### src/rtl/ri_run_controller.sv
// ============================================================================
//  Module   : ri_run_controller
//  Brief    : Run-control sequencer for the R/I-type datapath: loads imem,
//             resets the core and gates core_en for run / single-step.
//  Revision : 1.0
// ============================================================================
`default_nettype none

module ri_run_controller #(
    parameter int                 ADDR_W     = 5,
    parameter int                 DATA_W     = 32,
    parameter int                 CNT_W      = 16,
    parameter int                 RST_CYCLES = 2,
    parameter logic [DATA_W-1:0]  HALT_INSTR = 32'hFFFF_FFFF
) (
    input  logic                  clk,
    input  logic                  reset,
    input  logic                  cmd_valid,
    output logic                  cmd_ready,
    input  logic [2:0]            cmd_op,
    input  logic [ADDR_W-1:0]     cmd_addr,
    input  logic [DATA_W-1:0]     cmd_data,
    output logic                  imem_we,
    output logic [ADDR_W-1:0]     imem_waddr,
    output logic [DATA_W-1:0]     imem_wdata,
    input  logic [ADDR_W-1:0]     core_pc,
    input  logic [DATA_W-1:0]     core_instr,
    output logic                  core_en,
    output logic                  core_rst,
    output logic                  busy,
    output logic                  halted,
    output logic [1:0]            halt_cause,
    output logic [CNT_W-1:0]      retired_cnt
);

    localparam int              c_rcw      = (RST_CYCLES > 1) ? $clog2(RST_CYCLES) : 1;
    localparam logic [c_rcw-1:0] c_rst_init = c_rcw'(RST_CYCLES - 1);

    localparam logic [2:0] c_op_write = 3'd1;
    localparam logic [2:0] c_op_limit = 3'd2;
    localparam logic [2:0] c_op_bkpt  = 3'd3;
    localparam logic [2:0] c_op_crst  = 3'd4;
    localparam logic [2:0] c_op_run   = 3'd5;
    localparam logic [2:0] c_op_step  = 3'd6;
    localparam logic [2:0] c_op_stop  = 3'd7;

    typedef enum logic [1:0] {
        S_CRST = 2'd0,
        S_IDLE = 2'd1,
        S_RUN  = 2'd2,
        S_STEP = 2'd3
    } state_t;

    state_t              r_state;
    state_t              w_state_nxt;
    logic [c_rcw-1:0]    r_rst_cnt;
    logic [CNT_W-1:0]    r_limit;
    logic [CNT_W-1:0]    r_run_cnt;
    logic [CNT_W-1:0]    r_retired;
    logic [ADDR_W-1:0]   r_bkpt_addr;
    logic                r_bkpt_en;
    logic                r_first;
    logic                r_halted;
    logic [1:0]          r_cause;
    logic                r_imem_we;
    logic [ADDR_W-1:0]   r_imem_waddr;
    logic [DATA_W-1:0]   r_imem_wdata;

    logic                w_cmd_ready;
    logic                w_core_en;
    logic                w_stop;
    logic [1:0]          w_stop_cause;
    logic                w_is_halt;
    logic                w_bkpt_hit;
    logic                w_limit_hit;

    assign w_is_halt   = (core_instr == HALT_INSTR);
    // first suppresses the breakpoint so a resumed run executes the breakpointed PC
    assign w_bkpt_hit  = r_bkpt_en && (core_pc == r_bkpt_addr) && !r_first;
    assign w_limit_hit = (r_limit != '0) && (r_run_cnt == r_limit);

    always_ff @(posedge clk) begin
        if (reset) r_state <= S_CRST;
        else       r_state <= w_state_nxt;
    end

    always_comb begin
        w_state_nxt  = r_state;
        w_cmd_ready  = 1'b0;
        w_core_en    = 1'b0;
        w_stop       = 1'b0;
        w_stop_cause = 2'd0;
        case (r_state)
            S_CRST: begin
                if (r_rst_cnt == '0) w_state_nxt = S_IDLE;
            end
            S_IDLE: begin
                w_cmd_ready = 1'b1;
                if (cmd_valid) begin
                    case (cmd_op)
                        c_op_crst: w_state_nxt = S_CRST;
                        c_op_run:  w_state_nxt = S_RUN;
                        c_op_step: w_state_nxt = S_STEP;
                        default:   w_state_nxt = S_IDLE;
                    endcase
                end
            end
            S_RUN: begin
                w_cmd_ready = 1'b1;
                if (cmd_valid && (cmd_op == c_op_stop)) begin
                    w_stop = 1'b1; w_stop_cause = 2'd0;
                end else if (w_is_halt) begin
                    w_stop = 1'b1; w_stop_cause = 2'd1;
                end else if (w_bkpt_hit) begin
                    w_stop = 1'b1; w_stop_cause = 2'd2;
                end else if (w_limit_hit) begin
                    w_stop = 1'b1; w_stop_cause = 2'd3;
                end
                w_core_en = !w_stop;
                if (w_stop) w_state_nxt = S_IDLE;
            end
            S_STEP: begin
                w_stop       = w_is_halt;
                w_stop_cause = 2'd1;
                w_core_en    = !w_is_halt;
                w_state_nxt  = S_IDLE;
            end
        endcase
        if (reset) w_core_en = 1'b0;
    end

    always_ff @(posedge clk) begin
        if (reset) begin
            r_rst_cnt    <= c_rst_init;
            r_limit      <= '0;
            r_run_cnt    <= '0;
            r_retired    <= '0;
            r_bkpt_addr  <= '0;
            r_bkpt_en    <= 1'b0;
            r_first      <= 1'b0;
            r_halted     <= 1'b0;
            r_cause      <= 2'd0;
            r_imem_we    <= 1'b0;
            r_imem_waddr <= '0;
            r_imem_wdata <= '0;
        end else begin
            r_imem_we <= 1'b0;
            case (r_state)
                S_CRST: begin
                    if (r_rst_cnt != '0) r_rst_cnt <= r_rst_cnt - c_rcw'(1);
                    r_halted  <= 1'b0;
                    r_retired <= '0;
                end
                S_IDLE: begin
                    if (cmd_valid) begin
                        case (cmd_op)
                            c_op_write: begin
                                r_imem_we    <= 1'b1;
                                r_imem_waddr <= cmd_addr;
                                r_imem_wdata <= cmd_data;
                            end
                            c_op_limit: r_limit <= cmd_data[CNT_W-1:0];
                            c_op_bkpt: begin
                                r_bkpt_addr <= cmd_addr;
                                r_bkpt_en   <= cmd_data[0];
                            end
                            c_op_crst:  r_rst_cnt <= c_rst_init;
                            c_op_run: begin
                                r_run_cnt <= '0;
                                r_first   <= 1'b1;
                                r_halted  <= 1'b0;
                            end
                            c_op_step:  r_halted <= 1'b0;
                            default: ;
                        endcase
                    end
                end
                S_RUN, S_STEP: begin
                    if (w_stop) begin
                        r_halted <= 1'b1;
                        r_cause  <= w_stop_cause;
                    end
                    if (w_core_en) begin
                        if (r_retired != '1) r_retired <= r_retired + CNT_W'(1);
                        r_run_cnt <= r_run_cnt + CNT_W'(1);
                        r_first   <= 1'b0;
                    end
                end
            endcase
        end
    end

    assign cmd_ready   = w_cmd_ready;
    assign core_en     = w_core_en;
    assign core_rst    = reset | (r_state == S_CRST);
    assign busy        = (r_state != S_IDLE);
    assign halted      = r_halted;
    assign halt_cause  = r_cause;
    assign retired_cnt = r_retired;
    assign imem_we     = r_imem_we;
    assign imem_waddr  = r_imem_waddr;
    assign imem_wdata  = r_imem_wdata;

endmodule

`default_nettype wire

### config.mk
export PLATFORM = sky130hd
export DESIGN_NAME = ri_run_controller
export DESIGN_NICKNAME = d
export VERILOG_FILES = /design/src/rtl/ri_run_controller.sv
export SDC_FILE = /design/constraint.sdc
export NUM_CORES = 1
export LEC_CHECK = 0
export ABC_AREA = 1
export ABC_CLOCK_PERIOD_IN_PS = 2880
export BUFFER_PORTS_ARGS = -buffer_cell sky130_fd_sc_hd__buf_4
export CORE_MARGIN = 3
export CORE_UTILIZATION = 53
export CTS_CLUSTER_SIZE = 30
export DETAILED_ROUTE_END_ITERATION = 10
export PLACE_DENSITY = 0.77
export REMOVE_ABC_BUFFERS = 1
export SYNTH_ARGS = -nofsm -noshare
export SYNTH_HDL_FRONTEND = slang
export SYNTH_SLANG_ARGS = --single-unit
### constraint.sdc
create_clock -name clk -period 2.88 [get_ports clk]
set_clock_uncertainty 0.2 [all_clocks]
set_input_delay 0.144 -clock clk [delete_from_list [all_inputs] [get_ports clk]]
set_output_delay 0.144 -clock clk [all_outputs]
set_load 0.01 [all_outputs]
==> flow_metrics.py <==
metrics = {
    "synth": {
        "synth_area_um2": 5220,
        "synth_top_family_by_area": "simple AND/OR/NAND/NOR gates",
        "async_flop_share": 0,
        "syn_avg_cell_area_um2": 6.87,
        "synth_fa_ha_area_frac": 0.0144,
        "synth_top_area_share": 0.380,
        "netlist_instances": 759,
        "synth-seq-cells": 99,
        "synth-xor-area-share": 0.0353,
        "yosysTopAreaCell": "dfxtp_1",
        "synthDistinctLibCells": 39,
        "synth_area_leaders": "dfxtp_1 38%, nor2_1 12%, nand2_1 9.7%, o21ai_0 7.0%, inv_1 3.8%",
        "synth_warnings": 0,
        "synth_edf_count": 0,
        "synth_top_flop_cell": "dfxtp_1",
        "yosys.area_share.simple": 0.348,
        "synth.mux.area_fraction": 0,
        "synth_compound_area_frac": 0.145,
        "ys_seq_area_frac": 0.380,
    },
    "worst_setup_path": {
        "critPathKind": "reg2reg",
        "path_cells": "inv_1 > ha_1 > nor2_2 > clkinv_1 > nand3_2 > nand3_4 > nand2_1 > a21oi_1",
        "cp_top_family": "simple AND/OR/NAND/NOR gates",
        "worst-path-buf-inv": 2,
        "startpoint_type": "flip-flop",
        "cp_slowest_cell": "nand3_2",
        "crit_fanout": 17,
        "endpoint_kind": "flip-flop",
        "worstPathArrival_ns": 2.57,
        "crit_path_max_incr_delay_ns": 0.42,
        "required_ns": 2.91,
    },
    "placement": {
        "gp_congestion": 0.868,
        "post-place-cells": 1001,
        "port_buffers": 140,
        "dpl_cell_area_um2": 6310,
        "pre_cts_ws_ns": 0.373,
        "hpwlAfterDp_mm": 9.50,
    },
    "power": {
        "p_leak_nw": 2.97,
        "vdd_drop_max_v": 0.000402,
        "design_power_total_mw": 4.07,
        "power.density_nw_per_um2": 584,
    },
    "sta": {
        "setup_viol": 0,
        "finalMaxSlewViolations": 0,
        "period_needed_ns": 2.54,
        "rsz0062_at_grt": "no",
        "tns_ns": 0,
        "final.setup.worst_slack_ns": 0.340,
        "fmax_mhz": 394,
        "tightest_slew_ns": 1.26,
        "relSlewSlack": 0.157,
        "min_period_over_period": 0.882,
        "timing_hold_violations_final": 0,
    },
    "route": {
        "ant_nets": 0,
        "num_vias": 5438,
        "drt-total-wl_mm": 14.2,
        "wl_per_cell_um": 13.4,
        "routed_via_density": 5.14,
        "first_pass_iters": 5,
        "drtIter0Drc": 340,
        "drc": 0,
    },
    "worst_hold_path": {
        "hold_path.class": "in2reg",
    },
    "clock_tree": {
        "clockBufferDepth": 2,
        "ctsRootBufferMaster": "clkbuf_8",
        "cts_max_level": 3,
        "cts_resized": 0,
        "cts.sinks": 99,
        "hold_buffers": 41,
        "cts_buffers": 9,
        "post_cts_buffers": 0,
        "cts.reportedPaths.clkPinSlew_ns": 0.09,
        "cts_tree": "built",
        "clk_latency_ns": 0.36,
    },
    "floorplan": {
        "coreArea_um2": 9420,
        "start_util": 0.554,
        "chipWidth_um": 105,
        "die_area_um2": 11100,
        "rows": 35,
        "pin_count": 141,
        "die_h_um": 105,
    },
    "finish": {
        "area_growth_pct": 33.6,
        "final_common_cell": "nor2_1",
        "fin_area_um2": 6970,
        "final_cell_mix": "169 x nor2_1, 146 x buf_4, 135 x nand2_1",
        "fin_cells": 1058,
        "drive_gt1_frac": 0.243,
        "diodes": 0,
        "multi_input_area_um2": 2840,
        "fin_nets": 1010,
        "fillCellCount": 754,
        "regArea_um2": 1980,
    },
    "global_route": {
        "gr-total-overflow": 0,
        "grt_pass1_wl_mm": 24.6,
        "grt_max_degree": 72,
        "use_met1": 0.322,
        "busiest_layer": "met2",
        "grtUsageMet2": 0.462,
        "gr-usage-all-layers": 0.262,
        "met3_usage": 0.0550,
        "antenna_found_initial": 0,
        "first_global_vias": 5388,
    },
    "flow_run": {
        "drv_cap": 0,
    },
    "outcome": {
        "status": "finished clean",
    },
}
-- logic make-up after synthesis --
kind of cell    after synthesis
compound gates              132
flops                        99
xor+xnor                     21
simple gates                405
buf+inv                      96
fa+ha+maj                     6
-- synth_stat cells, types with 9 or more instances --
library cell  number
xor2_1            17
o21ai_0           73
nor3_1            10
nor2_1           171
nand3_1           20
dfxtp_1           99
a21oi_2           19
nand2_1          135
clkbuf_1          23
inv_2              9
nand4_1           28
a21oi_1           34
nand2_2           20
inv_1             53
-- final cells by class --
cell class                 instances  area share
inverter                          63      0.0339
sequential                        99       0.284
clock inverter                     7      0.0174
tap                              129      0.0232
timing repair buffer             187       0.216
multi-input combinational        564       0.407
clock buffer                       9      0.0178
-- per-layer routing --
layer,wire (µm),vias up
met5,0,-
met4,187,0
met3,863,15
met2,6950,163
met1,6210,2478
li1,-,2782
-- power breakdown --
| part | leakage [nW] | total [mW] | switching, mW | internal (mW) |
|---|---|---|---|---|
| Clock | 0.124 | 1.10 | 0.513 | 0.584 |
| Sequential | 0.800 | 1.59 | 0.108 | 1.48 |
| Combinational | 2.05 | 1.38 | 0.874 | 0.508 |
| Total | 2.97 | 4.07 | 1.50 | 2.57 |
-- worst paths after layout --
check | from | to | slack (ns) | depth (start not counted)
max | r_state[0]$_SDFFE_PP0P_ | retired_cnt[1]$_SDFFE_PP0P_ | 0.34 | 8
min | cmd_op[2] | r_rst_cnt$_SDFFE_PP1P_ | 0.05 | 5
max reg2reg | r_state[0]$_SDFFE_PP0P_ | retired_cnt[1]$_SDFFE_PP0P_ | 0.34 | 8
min reg2reg | r_bkpt_addr[1]$_SDFFE_PP0P_ | r_bkpt_addr[1]$_SDFFE_PP0P_ | 0.28 | 2
-- metrics by stage --
stage,hold slack (ns),util
2_1_floorplan,0.00644,-
3_3_place_gp,0.166,0.670
3_5_place_dp,0.175,0.670
4_1_cts,0.0367,0.740
5_1_grt,0.0867,0.740
6_report,0.0539,0.740
-- worst reg2reg max path: stages, from the launching register on --
cell,delay (ns)
dfxtp_1,0.39
inv_1,0.09
ha_1,0.25
nor2_2,0.20
clkinv_1,0.35
nand3_2,0.42
nand3_4,0.29
nand2_1,0.14
a21oi_1,0.07
-- registers in the layout, summed over array words and instances (netlist names), 2 cells and up --
name,flops
imem_wdata,32
r_limit,16
r_run_cnt,16
retired_cnt,16
imem_waddr,5
r_bkpt_addr,5
halt_cause,2
r_state,2
Power figures use the tool's default switching activity.
